--- src/rtl/pc_sequencer_if.sv ---
// Instruction-memory read and execution-unit dispatch bus for the sequencer.
interface pc_sequencer_if;
  logic       Mem_Req;
  logic [3:0] Mem_Addr;
  logic [7:0] Mem_Rdata;
  logic       Mem_Rvalid;
  logic [7:0] Instr;
  logic       Instr_Valid;
  logic       Exec_Done;

  modport master (
    output Mem_Req, Mem_Addr, Instr, Instr_Valid,
    input  Mem_Rdata, Mem_Rvalid, Exec_Done
  );

  modport slave (
    input  Mem_Req, Mem_Addr, Instr, Instr_Valid,
    output Mem_Rdata, Mem_Rvalid, Exec_Done
  );
endinterface

--- src/rtl/pc_sequencer.sv ---
// Fetch/decode/execute sequencer for the 4-bit processor. Sole driver of the
// Program_Counter controls; resolves JMP/JZ/HALT locally and hands every other
// opcode to the execution unit.
module pc_sequencer #(
  parameter logic [3:0] OP_HALT       = 4'hF,
  parameter logic [3:0] OP_JMP        = 4'hE,
  parameter logic [3:0] OP_JZ         = 4'hD,
  parameter int         FETCH_TIMEOUT = 15
) (
  input  logic        Clk,
  input  logic        Rst,
  input  logic        Run,
  input  logic [3:0]  Pc,
  input  logic        Zero_Flag,
  pc_sequencer_if.master bus,
  output logic        Pc_Enable,
  output logic [3:0]  Pc_Incr,
  output logic [3:0]  Pc_Load_Value,
  output logic        Halted,
  output logic        Fault
);

  typedef enum logic [2:0] {
    S_IDLE, S_FETCH, S_DECODE, S_EXEC, S_UPDATE, S_HALT, S_FAULT
  } state_t;

  localparam logic [7:0] WAIT_LAST = 8'(FETCH_TIMEOUT - 1);

  state_t     state_q;
  logic [7:0] wait_q;
  logic [7:0] instr_q;
  logic       req_q;
  logic       ivalid_q;
  logic       pc_en_q;
  logic [3:0] pc_incr_q;
  logic [3:0] pc_load_q;
  logic       halted_q;
  logic       fault_q;

  // Address is the live PC; the request strobe qualifies it.
  assign bus.Mem_Addr    = Pc;
  assign bus.Mem_Req     = req_q;
  assign bus.Instr       = instr_q;
  assign bus.Instr_Valid = ivalid_q;
  assign Pc_Enable       = pc_en_q;
  assign Pc_Incr         = pc_incr_q;
  assign Pc_Load_Value   = pc_load_q;
  assign Halted          = halted_q;
  assign Fault           = fault_q;

  // Sequencer FSM; every output is registered against the state being entered,
  // so Mem_Rvalid/Exec_Done never reach an output combinationally.
  always_ff @(posedge Clk) begin
    if (Rst) begin
      state_q   <= S_IDLE;
      wait_q    <= 8'd0;
      instr_q   <= 8'h00;
      req_q     <= 1'b0;
      ivalid_q  <= 1'b0;
      pc_en_q   <= 1'b1;
      pc_incr_q <= 4'd0;
      pc_load_q <= 4'd0;
      halted_q  <= 1'b0;
      fault_q   <= 1'b0;
    end else begin
      // PC hold and no dispatch unless the entered state says otherwise.
      ivalid_q  <= 1'b0;
      pc_en_q   <= 1'b1;
      pc_incr_q <= 4'd0;
      case (state_q)
        S_IDLE: begin
          if (Run) begin
            state_q <= S_FETCH;
            req_q   <= 1'b1;
            wait_q  <= 8'd0;
          end
        end
        S_FETCH: begin
          // Read data takes priority over an expiring timeout.
          if (bus.Mem_Rvalid) begin
            instr_q <= bus.Mem_Rdata;
            req_q   <= 1'b0;
            state_q <= S_DECODE;
          end else if (wait_q == WAIT_LAST) begin
            req_q   <= 1'b0;
            fault_q <= 1'b1;
            state_q <= S_FAULT;
          end else begin
            wait_q  <= wait_q + 8'd1;
          end
        end
        S_DECODE: begin
          if (instr_q[7:4] == OP_HALT) begin
            halted_q <= 1'b1;
            state_q  <= S_HALT;
          end else if (instr_q[7:4] == OP_JMP) begin
            pc_en_q   <= 1'b0;
            pc_load_q <= instr_q[3:0];
            state_q   <= S_UPDATE;
          end else if (instr_q[7:4] == OP_JZ) begin
            if (Zero_Flag) begin
              pc_en_q   <= 1'b0;
              pc_load_q <= instr_q[3:0];
            end else begin
              pc_incr_q <= 4'd1;
            end
            state_q <= S_UPDATE;
          end else begin
            ivalid_q <= 1'b1;
            state_q  <= S_EXEC;
          end
        end
        S_EXEC: begin
          if (bus.Exec_Done) begin
            pc_incr_q <= 4'd1;
            state_q   <= S_UPDATE;
          end
        end
        S_UPDATE: begin
          // Run is only consulted here, so a dropped Run lets the instruction finish.
          if (Run) begin
            state_q <= S_FETCH;
            req_q   <= 1'b1;
            wait_q  <= 8'd0;
          end else begin
            state_q <= S_IDLE;
          end
        end
        S_HALT:  state_q <= S_HALT;
        S_FAULT: state_q <= S_FAULT;
        default: state_q <= S_IDLE;
      endcase
    end
  end

endmodule

--- src/flat_wrapper.sv ---
// flat-port wrapper written by rule: the top's interface ports become plain ports
module pc_sequencer_flat 
#(
  parameter logic [3:0] OP_HALT       = 4'hF,
  parameter logic [3:0] OP_JMP        = 4'hE,
  parameter logic [3:0] OP_JZ         = 4'hD,
  parameter int         FETCH_TIMEOUT = 15
)
  (Clk, Rst, Run, Pc, Zero_Flag, Pc_Enable, Pc_Incr, Pc_Load_Value, Halted, Fault, bus_Mem_Req, bus_Mem_Addr, bus_Instr, bus_Instr_Valid, bus_Mem_Rdata, bus_Mem_Rvalid, bus_Exec_Done);
  pc_sequencer_if bus_i ();
  input  logic Clk;
  input  logic Rst;
  input  logic Run;
  input  logic [3:0] Pc;
  input  logic Zero_Flag;
  output logic Pc_Enable;
  output logic [3:0] Pc_Incr;
  output logic [3:0] Pc_Load_Value;
  output logic Halted;
  output logic Fault;
  output wire logic [$bits(bus_i.Mem_Req)-1:0] bus_Mem_Req;
  output wire logic [$bits(bus_i.Mem_Addr)-1:0] bus_Mem_Addr;
  output wire logic [$bits(bus_i.Instr)-1:0] bus_Instr;
  output wire logic [$bits(bus_i.Instr_Valid)-1:0] bus_Instr_Valid;
  input wire logic [$bits(bus_i.Mem_Rdata)-1:0] bus_Mem_Rdata;
  input wire logic [$bits(bus_i.Mem_Rvalid)-1:0] bus_Mem_Rvalid;
  input wire logic [$bits(bus_i.Exec_Done)-1:0] bus_Exec_Done;
  assign bus_Mem_Req = bus_i.Mem_Req;
  assign bus_Mem_Addr = bus_i.Mem_Addr;
  assign bus_Instr = bus_i.Instr;
  assign bus_Instr_Valid = bus_i.Instr_Valid;
  assign bus_i.Mem_Rdata = bus_Mem_Rdata;
  assign bus_i.Mem_Rvalid = bus_Mem_Rvalid;
  assign bus_i.Exec_Done = bus_Exec_Done;
  pc_sequencer #(.OP_HALT(OP_HALT), .OP_JMP(OP_JMP), .OP_JZ(OP_JZ), .FETCH_TIMEOUT(FETCH_TIMEOUT)) u_core (.Clk(Clk), .Rst(Rst), .Run(Run), .Pc(Pc), .Zero_Flag(Zero_Flag), .bus(bus_i), .Pc_Enable(Pc_Enable), .Pc_Incr(Pc_Incr), .Pc_Load_Value(Pc_Load_Value), .Halted(Halted), .Fault(Fault));
endmodule
--- config.mk ---
export PLATFORM = sky130hd
export DESIGN_NAME = pc_sequencer_flat
export DESIGN_NICKNAME = d
export VERILOG_FILES = /design/src/rtl/pc_sequencer_if.sv /design/src/rtl/pc_sequencer.sv /design/src/flat_wrapper.sv
export SDC_FILE = /design/constraint.sdc
export NUM_CORES = 1
export LEC_CHECK = 0
export CAP_MARGIN = 20
export CORE_MARGIN = 8
export CORE_UTILIZATION = 46
export CTS_CLUSTER_SIZE = 25
export DETAILED_ROUTE_END_ITERATION = 10
export PLACE_DENSITY = 0.89
export SYNTH_ARGS = -nofsm -noshare
export SYNTH_HDL_FRONTEND = slang
export SYNTH_SLANG_ARGS = --single-unit
--- constraint.sdc ---
create_clock -name Clk -period 2.3 [get_ports Clk]
set_input_delay 0.46 -clock Clk [delete_from_list [all_inputs] [get_ports Clk]]
set_output_delay 0.46 -clock Clk [all_outputs]
set_load 0.02 [all_outputs]
After elaboration in Yosys (flattened, before gate mapping)
Cells that the tools add are included.

Bits in registers: 32. Input bits: 18. Output and inout port bits: 25. Logic and storage cells: 74.

Add/subtract/negate cells: 1. Equal/unequal tests: 16. Mux-type cells: 30. Bitwise gates (word level): 3. Reduce and logical (&&, ||, !) cells: 14.

Operators with widths (number): 2-to-1 mux 4 bit (6); 2-to-1 mux 8 bit (3); 2-to-1 mux 3 bit (7); case mux 3 bit (7 select lines) (1); case mux 8 bit (2 select lines) (1); equality test 4 bit (second input constant) (3); 2-to-1 mux 1 bit (10); equality test 3 bit (second input constant) (3); AND reduction 3 bit (3); adder 8 x 1 -> 8 bit (second input constant) (1); equality test 8 x 4 -> 1 bit (second input constant) (1); != test 2 bit (second input constant) (4); case mux 4 bit (2 select lines) (1); AND reduction 4 bit (2); equality test 3 x 2 -> 1 bit (second input constant) (2); nonzero test 2 bit (3); AND reduction 2 bit (2); OR reduction 4 bit (1); equality test 3 x 1 -> 1 bit (second input constant) (1); zero test 3 bit (1); != test 3 x 2 -> 1 bit (second input constant) (1); inverter 1 bit (3); OR reduction 3 bit (1); != test 2 x 1 -> 1 bit (second input constant) (1); other kinds (2) (2).

Logic depth before layout (Yosys ltp)
Gate-level depths: netlist of run 1.

Word-level depth: 5. Gate-level depth with buffers: 6.

Least setup slack after synthesis of run 1
OpenSTA, ideal clock, no wires.

Path type: register to register. Start: reg u_core.state_q[2]. End: reg u_core.wait_q[6]. Data arrival time: 1708 ps. Data required time: 2181 ps. Slack: 474 ps. Cell stages (with the launch flop): 6. Clock period less this slack: 1826 ps. Cells stage by stage: dfxtp_1 -> buf_6 -> or4b_4 -> a31o_4 -> or3_4 -> mux2i_1.

Cells in the longest elaborated chain, start to end: 4. Elaborated cells on any way between the ends: 10. Classes of those cells: eq/ne: 5; mux: 1; reduce/logical: 4.

Ends and longest elaborated chain: from (decl) (line pc_sequencer.sv:29) `state_t state_q;`; from (signal assigned) (line pc_sequencer.sv:55) `state_q <= S_IDLE;`; from (signal assigned) (line pc_sequencer.sv:73) `state_q <= S_FETCH;`; from (signal assigned) (line pc_sequencer.sv:83) `state_q <= S_DECODE;`; equality test 3 bit / zero test 3 bit (equally long branches) (line pc_sequencer.sv:70) `case (state_q)`; OR reduction 2 bit (no line); != test 2 x 1 -> 1 bit (no line) / nonzero test 2 bit (equally long branches); AND reduction 4 bit (no line); to (signal assigned) (line pc_sequencer.sv:89) `wait_q <= wait_q + 8'd1;`; to (decl) (line pc_sequencer.sv:30) `logic [7:0] wait_q;`.

Parallel ways exist; a longest one is shown, timed or not. A chain may end at the register's enable or synchronous reset.

Final worst setup path of run 1
Start: in bus_Mem_Rvalid. End: reg u_core.wait_q[1].

Cells in the longest elaborated chain, start to end: 2.

Ends and longest elaborated chain: from (decl) (line flat_wrapper.sv:26) `input wire logic [$bits(bus_i.Mem_Rvalid)-1:0] bus_Mem_Rvalid;`; != test 2 bit (no line); AND reduction 4 bit (no line).

Every way passes these cells.

==> results of run 1 <==
[worst max-delay path: stages]
cell             delay (ps)
clkdlybuf4s50_1         450
or4b_4                  530
buf_4                   160
a31oi_4                 190
nor3_1                   70
a2111oi_0               360
[Yosys cell counts, types with 3 or more instances]
library cell   n
a21oi_1       11
nor3b_1        3
nand3_1        4
nand2_1       11
inv_1          4
nor2_1        18
or3_1          6
buf_4          7
nor3_1         5
dfxtp_1       29
mux2i_1       15
clkbuf_1       7
o21ai_1        5
nand2b_1       4
[through the flow]
| stage | hold WS (ps) | utilization (%) | setup TNS, ps | power, µW |
|---|---|---|---|---|
| after global routing | 510 | 62.2 | 0 | 1500 |
| after global placement | 457 | 58.8 | 0 | 910 |
| after CTS | 484 | 62.2 | 0 | 1440 |
| after floorplan | 442 | - | 0 | 812 |
| after detailed placement | 464 | 58.8 | -65.0 | 921 |
| final | 486 | 62.2 | 0 | 1430 |
[layout make-up]
class / instances / area [µm²]
flip-flops and latches: 29 / 581
clock inverters: 3 / 65.1
well taps: 44 / 55.1
fillers: 269 / 1150
multi-input cells: 116 / 782
inverters: 4 / 15.0
repair buffers: 38 / 363
clock buffers: 5 / 37.5
[state kept, by name, indices dropped and copies added (netlist names)]
signal and flops:
u_core.bus.Instr 8, u_core.Pc_Incr 1, u_core.Pc_Enable 1, u_core.Halted 1, u_core.bus.Mem_Req 1, u_core.state_q 3
u_core.Pc_Load_Value 4, u_core.bus.Instr_Valid 1, u_core.Fault 1, u_core.wait_q 8
[where the power goes]
group | leakage (µW) | internal [µW] | total [µW] | switching, µW
sequential | 0.000235 | 535 | 579 | 43.9
clock | 0.0000552 | 336 | 519 | 182
combinational | 0.000409 | 157 | 331 | 175
[layer usage]
layer  part of all wire (%)  GRT usage, %  wire length, µm
met1                     43          14.6             1450
met2                     49          21.3             1670
met3                    6.6          4.55              224
met4                    1.6          7.56               53
met5                      0             0                0
[cells by family after synthesis]
group / after synthesis
and+or+nand+nor: 65
AOI/OAI and AO/OA: 30
DFF: 29
buffers and inverters: 20
muxes: 15
adders and majority gates: 2
other: 1
xor gates and xnor gates: 1
[worst min-delay path by stage]
stage	slack (ps)	cells past startpoint	end	startpoint
after floorplan	440	2	u_core.wait_q[3]	u_core.wait_q[3]
after global routing	510	2	u_core.wait_q[3]	u_core.wait_q[3]
final	490	2	u_core.Halted	u_core.Halted
after global placement	460	2	u_core.Halted	u_core.Halted
after detailed placement	460	2	u_core.Halted	u_core.Halted
after CTS	480	2	u_core.wait_q[3]	u_core.wait_q[3]
==> out/results.txt, run 1 <==
Clock H-tree levels -> 2
Vias in the first global route -> 1221
DP HPWL -> 2.61 mm
Post-Synth Simple-Gate Area -> 23.8%
Min Tclk post-route -> 2020 ps
Dpl cell area -> 0.00180 mm²
TritonCTS clock tree -> yes
IO Port Bufs -> 31
Largest net degree at the start of global routing -> 15
Mapped Cells -> 163
Design area -> 0.00190 mm²
Layout cell share with drive strength beyond 1 -> 11.8%
Worst EP required -> 2510 ps
Power Density -> 753 mW/mm²
Synth Area in Adders -> 1.71%
Layout Cells excl Fill -> 239
CP endpoint -> u_core.wait_q[1]
Synth cell types -> 41
Die area -> 0.00525 mm²
Most frequent cells in the layout -> 31 x clkdlybuf4s50_1, 29 x dfxtp_1, 18 x nor2_1
GRT Total Usage -> 13.1%
# clock sinks -> 29
Mux contribution to synthesized area -> 10.2%
Fin. max-slew vios -> 0
Yosys top cell by area -> dfxtp_1
Grt total ovfl -> 0
Area Growth Syn to Fin -> 29.5%
Final hold violations -> 0
Clock skew -> 6.03 ps
RSZ-0062 raised after global routing -> no
Netlist Area Pre-Place -> 0.00147 mm²
CTS Buf Count -> 5
Most area-consuming cells after synthesis -> dfxtp_1 40%, mux2i_1 10%, nor2_1 4.6%
Register area share after synthesis -> 39.6%
Leakage power -> 0.000700 µW
CTS root buffer -> clkbuf_4
Final period utilization -> 87.6%
Hold_buf cts -> 0
Launching point of the worst reg2reg path -> u_core.state_q[1]
Antenna Nets Post-Route -> 0
DRT iter0 DRCs -> 124
DR DRC count -> 0
Post-synth top area share -> 39.6%
Initial Util -> 48.0%
Result of the run -> finished clean
Setup-failing EPs final -> 0
Drt via density -> 5.28
GPL Wtd Cong -> 0.805
Fmax -> 0.496 GHz
Setup WS pre-CTS -> -47.5 ps
Largest family of logic cells by synthesized area -> simple AND/OR/NAND/NOR gates
Worst setup SP type -> primary input
Max_cap viols -> 0
Reg2Reg Depth -> 5
Total core area -> 0.00305 mm²
Clock Path Buffers -> 2
Worst-path clk slew -> 90 ps
CP Class -> in -> reg
Io pins -> 43
CP Launch Point -> bus_Mem_Rvalid
Reg2Reg Setup Slack -> 380 ps
Skew-Pair Late Insertion Delay -> 330 ps
Post-route setup slack -> 285 ps
Compound-Gate Fraction of Synth Area -> 16.2%
Commonest non-fill, non-tap cell in the layout -> clkdlybuf4s50_1
Worst hold path class -> reg -> reg
Postcts setup bufs -> 0
Mapped Avg Cell Area -> 8.99 µm²
Total number of vias -> 1263
Async set-reset flop share out of synthesis -> 0%
Reg-to-reg endpoint -> u_core.wait_q[1]
# diodes -> 0
Number of synthesized flops with an enable pin -> 0
Die width -> 72.4 µm
First-pass GRT wire length -> 5.46 mm
Routed wire length -> 3.40 mm
Worst VDD drop -> 0.446 mV
Setup crit end kind -> flip-flop
Fin nets -> 214
Dpl cells -> 231
Max_slew headroom -> 61.6%
FF+latch count, synth -> 29
Antenna violations before repair -> 0
Top_reg_cell synth -> dfxtp_1
Cts repair resizes -> 0
CP max FO -> 5
Worst Tran Pin Value -> 576 ps
Post-Synth XOR/XNOR Area -> 0.598%
Arr. time, crit path -> 2220 ps
Cell Rows -> 20
Die Y -> 72.4 µm
DR WL/cell -> 14.2 µm
First-pass iteration count of the detailed router -> 4
Yosys Warn Count -> 0
(Power assumes the default switching activity.)
==> inputs of run 2 (changes only) <==
--- a/config.mk
+++ b/config.mk
@@ -5,7 +5,7 @@
 export SDC_FILE = /design/constraint.sdc
 export NUM_CORES = 1
 export LEC_CHECK = 0
-export CAP_MARGIN = 20
+export CAP_MARGIN = 25
 export CORE_MARGIN = 8
 export CORE_UTILIZATION = 46
 export CTS_CLUSTER_SIZE = 25
==> results of run 2 <==
No change in the layout: final DEF, timing and power equal those of run 1.
